`src/rtl/result_uart_tx.sv`:
```
`default_nettype none
// +----------------------------------------------------------------------------+
// | Module      : result_uart_tx                                               |
// | Description : Sends a 4-bit match result as ASCII '0'|result plus newline  |
// |               over an 8N1 UART line, one message per ready assertion.      |
// | Revision    : 1.0 - initial release                                        |
// +----------------------------------------------------------------------------+
module result_uart_tx #(
  parameter int CLKS_PER_BIT = 4167
) (
  input  logic       clk,
  input  logic       reset,
  input  logic       transmit_ready,
  input  logic [3:0] result,
  output logic       tx,
  output logic       busy,
  output logic       sent
);

  localparam int              c_cnt_w     = (CLKS_PER_BIT > 1) ? $clog2(CLKS_PER_BIT) : 1;
  localparam logic [c_cnt_w-1:0] c_baud_last = c_cnt_w'(CLKS_PER_BIT - 1);
  localparam logic [7:0]      c_newline   = 8'h0A;
  localparam logic            c_sel_char  = 1'b0;
  localparam logic            c_sel_nl    = 1'b1;

  typedef enum logic [1:0] {
    S_IDLE  = 2'd0,
    S_START = 2'd1,
    S_DATA  = 2'd2,
    S_STOP  = 2'd3
  } state_t;

  state_t               r_state;
  logic                 r_armed;
  logic [c_cnt_w-1:0]   r_baud_cnt;
  logic [2:0]           r_bit_cnt;
  logic [7:0]           r_shift;
  logic                 r_byte_sel;
  logic                 r_tx;
  logic                 r_busy;
  logic                 r_sent;
  logic                 w_bit_end;

  assign w_bit_end = (r_baud_cnt == c_baud_last);

  always_ff @(posedge clk or posedge reset) begin
    if (reset) begin
      r_state    <= S_IDLE;
      r_armed    <= 1'b0;
      r_baud_cnt <= '0;
      r_bit_cnt  <= '0;
      r_shift    <= '0;
      r_byte_sel <= c_sel_char;
      r_tx       <= 1'b1;
      r_busy     <= 1'b0;
      r_sent     <= 1'b0;
    end else begin
      r_sent <= 1'b0;
      case (r_state)
        S_IDLE: begin
          r_tx       <= 1'b1;
          r_baud_cnt <= '0;
          r_bit_cnt  <= '0;
          // Re-arming only while idle and low gives one message per assertion.
          if (!transmit_ready) begin
            r_armed <= 1'b1;
          end else if (r_armed) begin
            r_armed    <= 1'b0;
            r_shift    <= {4'b0011, result};
            r_byte_sel <= c_sel_char;
            r_tx       <= 1'b0;
            r_busy     <= 1'b1;
            r_state    <= S_START;
          end
        end

        S_START: begin
          if (w_bit_end) begin
            r_baud_cnt <= '0;
            r_tx       <= r_shift[0];
            r_state    <= S_DATA;
          end else begin
            r_baud_cnt <= r_baud_cnt + 1'b1;
          end
        end

        S_DATA: begin
          if (w_bit_end) begin
            r_baud_cnt <= '0;
            if (r_bit_cnt == 3'd7) begin
              r_bit_cnt <= '0;
              r_tx      <= 1'b1;
              r_state   <= S_STOP;
            end else begin
              r_bit_cnt <= r_bit_cnt + 1'b1;
              r_shift   <= {1'b0, r_shift[7:1]};
              r_tx      <= r_shift[1];
            end
          end else begin
            r_baud_cnt <= r_baud_cnt + 1'b1;
          end
        end

        S_STOP: begin
          if (w_bit_end) begin
            r_baud_cnt <= '0;
            // Newline frame follows the character with no idle gap.
            if (r_byte_sel == c_sel_char) begin
              r_shift    <= c_newline;
              r_byte_sel <= c_sel_nl;
              r_tx       <= 1'b0;
              r_state    <= S_START;
            end else begin
              r_busy  <= 1'b0;
              r_sent  <= 1'b1;
              r_state <= S_IDLE;
            end
          end else begin
            r_baud_cnt <= r_baud_cnt + 1'b1;
          end
        end

        default: begin
          r_tx    <= 1'b1;
          r_busy  <= 1'b0;
          r_state <= S_IDLE;
        end
      endcase
    end
  end

  assign tx   = r_tx;
  assign busy = r_busy;
  assign sent = r_sent;

endmodule
`default_nettype wire

```
`config.mk`:
```
export PLATFORM = sky130hd
export DESIGN_NAME = result_uart_tx
export DESIGN_NICKNAME = d
export VERILOG_FILES = /design/src/rtl/result_uart_tx.sv
export SDC_FILE = /design/constraint.sdc
export NUM_CORES = 1
export LEC_CHECK = 0
export BUFFER_PORTS_ARGS = -buffer_cell sky130_fd_sc_hd__clkbuf_2
export CORE_MARGIN = 8
export CORE_UTILIZATION = 40
export CTS_CLUSTER_DIAMETER = 50
export CTS_CLUSTER_SIZE = 30
export DETAILED_ROUTE_END_ITERATION = 8
export PLACE_DENSITY = 0.61
export RECOVER_POWER = 25
export SLEW_MARGIN = 40
export SYNTH_ARGS = -nofsm -noshare
export SYNTH_HDL_FRONTEND = slang
export SYNTH_SLANG_ARGS = --single-unit
```
`constraint.sdc`:
```
create_clock -name clk -period 2.83 [get_ports clk]
set_clock_uncertainty 0.15 [all_clocks]
set_input_delay 0.566 -clock clk [delete_from_list [all_inputs] [get_ports clk]]
set_output_delay 0.566 -clock clk [all_outputs]
set_load 0.02 [all_outputs]
```
**Yosys cells after proc, flatten, opt, wreduce, memory -nomap -nowiden**

Cells that the tools add are included.
W data, S select, Z words.

- Output and inout bits: 3
- Flip-flop bits (word level): 31

- $add $sub $neg: 2
- Eq/ne operators: 14
- Muxes and demuxes: 41
- Reduce and logical (&&, ||, !) cells: 11

Operators by type and width:

| cell | number |
|---|---|
| $mux W8 | 6 |
| $pmux W13 S2 | 1 |
| $pmux W8 S3 | 1 |
| $mux W1 | 19 |
| $ne A2 B2 Y1 const B | 9 |
| $add A13 B1 Y13 const B | 1 |
| $eq A13 B13 Y1 const B | 1 |
| $mux W13 | 1 |
| $mux W2 | 6 |
| $pmux W2 S4 | 1 |
| $reduce_and A4 Y1 | 2 |
| $reduce_and A7 Y1 | 1 |
| $mux W3 | 2 |
| $pmux W3 S2 | 1 |
| $reduce_and A6 Y1 | 1 |
| $reduce_and A5 Y1 | 1 |
| $eq A2 B2 Y1 const B | 2 |
| $pmux W1 S2 | 2 |
| $pmux W1 S4 | 1 |
| $reduce_bool A2 Y1 | 2 |
| $add A3 B1 Y3 const B | 1 |
| $eq A3 B3 Y1 const B | 1 |
| $reduce_bool A3 Y1 | 1 |
| $reduce_or A3 Y1 | 1 |
| 3 further kinds | 3 |

**Depth between registers and ports, before layout**

- Depth in word-level cells: 4
- Gate-level depth with buffers: 7
- Mapped depth without buffers: 6

**Worst setup path after synthesis**

No wires, ideal clock.

- Path kind: reg2reg
- Start: reg r_baud_cnt[0]
- End: reg r_shift[0]
- Data required time: 2.555 ns
- Setup time: 0.125 ns
- Buffers on the path: 0
- Clock period less this slack: 2.001 ns
- Cell stages (with the launch flop): 7
- Data arrival time: 1.727 ns
- Path slack: 0.829 ns
- Cells stage by stage: dfrtp_1 -> inv_1 -> ha_1 -> and4bb_2 -> a41oi_1 -> a211oi_4 -> mux2_2

- Word-level cells in the longest chain between the ends: 3

Ends and longest elaborated chain:

| element | RTL line | text |
|---|---|---|
| start, declared | 35 | `logic [c_cnt_w-1:0] r_baud_cnt;` |
| start signal, assigned | 83 | `r_baud_cnt <= r_baud_cnt + 1'b1;` |
| start signal, assigned | 100 | `r_baud_cnt <= r_baud_cnt + 1'b1;` |
| start signal, assigned | 119 | `r_baud_cnt <= r_baud_cnt + 1'b1;` |
| $eq A13 B13 Y1 (*) | 44 | `assign w_bit_end = (r_baud_cnt == c_baud_last);` |
| $ne A2 B2 Y1 (no line) | n/a |  |
| $reduce_and A7 Y1 (no line) (*) | n/a |  |
| end signal, assigned | 69 | `r_shift <= {4'b0011, result};` |
| end signal, assigned | 96 | `r_shift <= {1'b0, r_shift[7:1]};` |
| end signal, assigned | 109 | `r_shift <= c_newline;` |
| end, declared | 37 | `logic [7:0] r_shift;` |

Mark *: on every way between the ends. The rest lies on a longest branch, timed or not.
A chain may end at the register's enable or synchronous reset.

**Worst setup path after layout**

- Start: reg r_state[0]
- End: reg r_shift[1]

- Word-level cells in the longest chain between the ends: 3

Ends and longest elaborated chain:

| element | RTL line | text |
|---|---|---|
| start, declared | 33 | `state_t r_state;` |
| start signal, assigned | 48 | `r_state <= S_IDLE;` |
| start signal, assigned | 73 | `r_state <= S_START;` |
| start signal, assigned | 81 | `r_state <= S_DATA;` |
| $eq A2 B2 Y1 or $logic_not A2 Y1 (tied branches) | 59 | `case (r_state)` |
| $ne A2 B2 Y1 (no line) or $reduce_bool A3 Y1 (tied branches) | n/a |  |
| $reduce_and A7 Y1 (no line) | n/a |  |

Several ways; a longest one is shown, not always the timed one.

==> results by stage <==
Detailed routing:
- The total DRC errors in the routed layout is 0.
- The vias after detailed routing is 1181.
- After detailed routing, the number of vias per cell comes to around 5.4.
- The first TritonRoute pass finished after 4 iterations.
- The average wire per standard cell is between 10 and 15 um.
- The routed design has ~3200 um of wire.
- The number of DRC violations after detailed-routing iteration 0 is 94.
- The detail route stage leaves a number of antenna-violating nets equal to 0.

Synthesis:
- In this run, synthesis produced a sequential element count of 29.
- In this run the cell area of the synthesized design comes to roughly 1600 um2.
- The number of nets handed over by synthesis was 170.
- The number of enable-type register cells in the synthesized netlist is 0.
- The share of the Yosys chip area taken by registers is 0.4568.
- The distinct cell type count after synthesis is 40.
- The synthesized instance count is ~150.
- Averaged over all synthesized cells, the footprint is between 10 and 15 um2.
- The share of synthesized registers carrying an async set or reset is 1.000.
- The most used flip-flop cell after synthesis is dfrtp_1.
- The warning count from the yosys run is 0.

Clock tree:
- Counting every sink on the clock net gives 29.
- The clock latency at the later pin of the worst-skew pair is 280 ps.
- TritonCTS built the clock tree.
- Once the clock tree was built, the resizer swapped 0 gates to a different size.
- The number of levels in the clock H-tree is 2.
- The number of hold buffers added after CTS is 0.
- The count of buffers added by post-CTS timing repair for setup is 0.
- The TritonCTS buffer count is 5.
- After clock tree synthesis, the clock-pin slew on the worst setup and hold paths is ~60 ps.
- The deepest clock path buffer count is 2.
- The root buffer selected by CTS is clkbuf_8.

Timing:
- In the final timing run, aggregate negative setup slack is 0 ps.
- The measured slew at the worst slew-check pin is 1532 ps.
- The maximum achievable frequency is around 0.41 GHz.
- Setup violations remaining at the end of the flow were counted as 0.
- Of the available clock period, the critical path in the final layout requires 0.8539.
- Setup repair after global routing left no endpoint under its margin.
- The final count of pins violating max slew came to 30.
- The clock period could shrink to between 2000 and 2500 ps.
- The headroom to the max-slew limit is -0.02143.
- Setup slack on the critical path of the routed design comes to just over 400 ps.
- The number of endpoints with negative hold slack in the final report came to 0.

Layout:
- The top cell types in the final layout, fill and taps aside, are dfrtp_1 (28), nor2_1 (13), a21oi_1 (11).
- The post-layout instance count excluding filler cells is roughly 220.
- The total number of nets in the final design is about 180.
- The share of the core filled with cells is 0.4581.
- From synthesis to final layout, the design area changed by 12.66%.
- Of the cells placed in the final design, the portion with a size suffix greater than 1 is 0.1834.
- The most frequent standard cell in the layout excluding fill and tap cells is dfrtp_1.
- The number of antenna diodes in the final layout is 0.

Setup path:
- The number of cells on the worst reg-to-reg path is 6.
- The maximum fanout count along the critical path is 13.
- The launching element type of the critical path is a register.
- The worst setup path is captured at a register.
- The worst setup path category is reg2reg.
- STA puts the critical path data arrival time at 2430 ps.
- The required time at the endpoint of the critical path is 2840 ps.

Power and ir drop:
- Of the total power, registers draw 0.515.
- Of the total power, the share spent switching nets is 0.2059.
- The worst-case IR drop observed on VDD is ~0.00034 V.
- The static leakage power is roughly 0.83 nW.
- Of the total power, the clock network draws 0.465.
- For this design the total switching power over the nets is 0.0001657 W.
- Of the total power, combinational logic draws 0.019.
- The internal power of the cells totals between 0.0006 and 0.0007 W.
- The total power divided by cell area is 448.9 nW/um2.

Placed design:
- Detailed placement ended at an HPWL of between 2000 and 2500 um.
- The final weighted congestion in routability-driven placement is around 0.89.
- The number of buffers added on ports is 9.
- The worst setup timing slack at the placement stage is approximately 460 ps.
- The instance count after placement with tap cells included is around 210.

Floorplan:
- The initial core utilization is 0.4066.
- The die is 79.08 um tall.
- The die covers around 6300 um2.
- The die extent in x is 79.08 um.
- After floorplanning, the core was sized to cover approximately 3900 um2.
- 10 I/O pins were placed.
- The number of placement rows is 23.

Run:
- The tool flagged a number of max-cap violations equal to 1.

Worst hold path:
- Counting instances, the worst hold path has a depth of 1.
- The path class of the tightest hold or removal check is reg2reg.

Global route:
- The largest net degree at the start of global routing is 30.
- The global-route wire length before repair is ~5900 um.
- The global router's overall resource usage is 0.1179.
- The number of global-route vias before repair is 1313.
- The number of antenna violations at the first check in global routing is 0.
- The total overflow left after global routing is 0.

Outcome:
- The flow ran to the end, but the final reports show violations.
- The checks that failed: capacitance limit, slew limit.
[cell usage after synthesis, types with 4 or more instances]
master	number	area (um2)
xor2_1	5	43.79
mux2i_1	6	60.06
or3_1	4	25.02
o21ai_0	9	45.04
dfrtp_1	28	700.7
ha_1	9	112.6
nand3_1	5	25.02
nand4_1	4	25.02
mux2_2	6	67.56
inv_1	10	37.54
nand2_1	10	37.54
nor2_1	13	48.80
a21oi_1	11	55.05
[final timing paths]
path	startpoint	slack, ps	endpoint
hold reg to reg	r_baud_cnt[0]	330	r_baud_cnt[0]
min in group asynchronous	reset	640	r_shift[5]
setup reg to reg	r_state[0]	410	r_shift[1]
setup / recovery	r_state[0]	410	r_shift[1]
max in group asynchronous	reset	1000	r_baud_cnt[8]
hold / removal	r_baud_cnt[0]	330	r_baud_cnt[0]
[power by group through the flow]
stage               Sequential [W]  Clock, W  Combinational [W]
finish                    0.000415  0.000375          0.0000155
global route              0.000414  0.000410          0.0000185
CTS                       0.000415  0.000388          0.0000170
detailed placement        0.000422         0          0.0000169
global placement          0.000422         0          0.0000161
floorplan                 0.000422         0         0.00000857
[cell families (layout without fill, tap and decap cells)]
logic type	count (synthesis)	count (layout)	synth area share
flops	29	29	0.4568
mux	13	13	0.08726
xor+xnor	7	7	0.03852
fa+ha+maj	9	9	0.07076
compound gates	33	33	0.1376
simple gates	50	50	0.1785
buf+inv	13	28	0.03066
[registers in the layout, summed over array words and instances, names as in the netlist, 2 cells and up]
name / count
r_baud_cnt: 13
r_shift: 6
r_state: 2
r_bit_cnt: 3
[per-stage QoR]
step	cell area (um2)	power, W	hold WS [ps]
global route	1793	0.0008431	371.8
global placement	1695	0.0004383	309.9
CTS	1797	0.0008192	183.3
floorplan	1592	0.0004308	296.7
detailed placement	1695	0.0004391	332.1
finish	1793	0.0008048	334.1
[routing by layer]
metal / global-route usage / up-vias / share of wire
met5: 0 / - / 0
met4: 0.04815 / 0 / 0
met3: 0.05079 / 0 / 0.051
met2: 0.2005 / 23 / 0.51
met1: 0.1252 / 582 / 0.44
li1: - / 576 / -
[cell type report]
class,count,area [um2]
clock buffers,7,96.34
flip-flops and latches,29,726.9
inverters,10,37.54
fillers,390,2121
clock inverters,1,5.005
repair buffers,10,48.80
well taps,50,62.56
multi-input cells,112,815.8
[critical path, cell delays in order (launching register included)]
cell,delay (ps)
dfrtp_1,430
inv_1,140
ha_1,490
mux2i_1,260
nand2_1,110
a211oi_4,320
mux2_2,390
No activity file was read; power rests on OpenSTA's default activity.
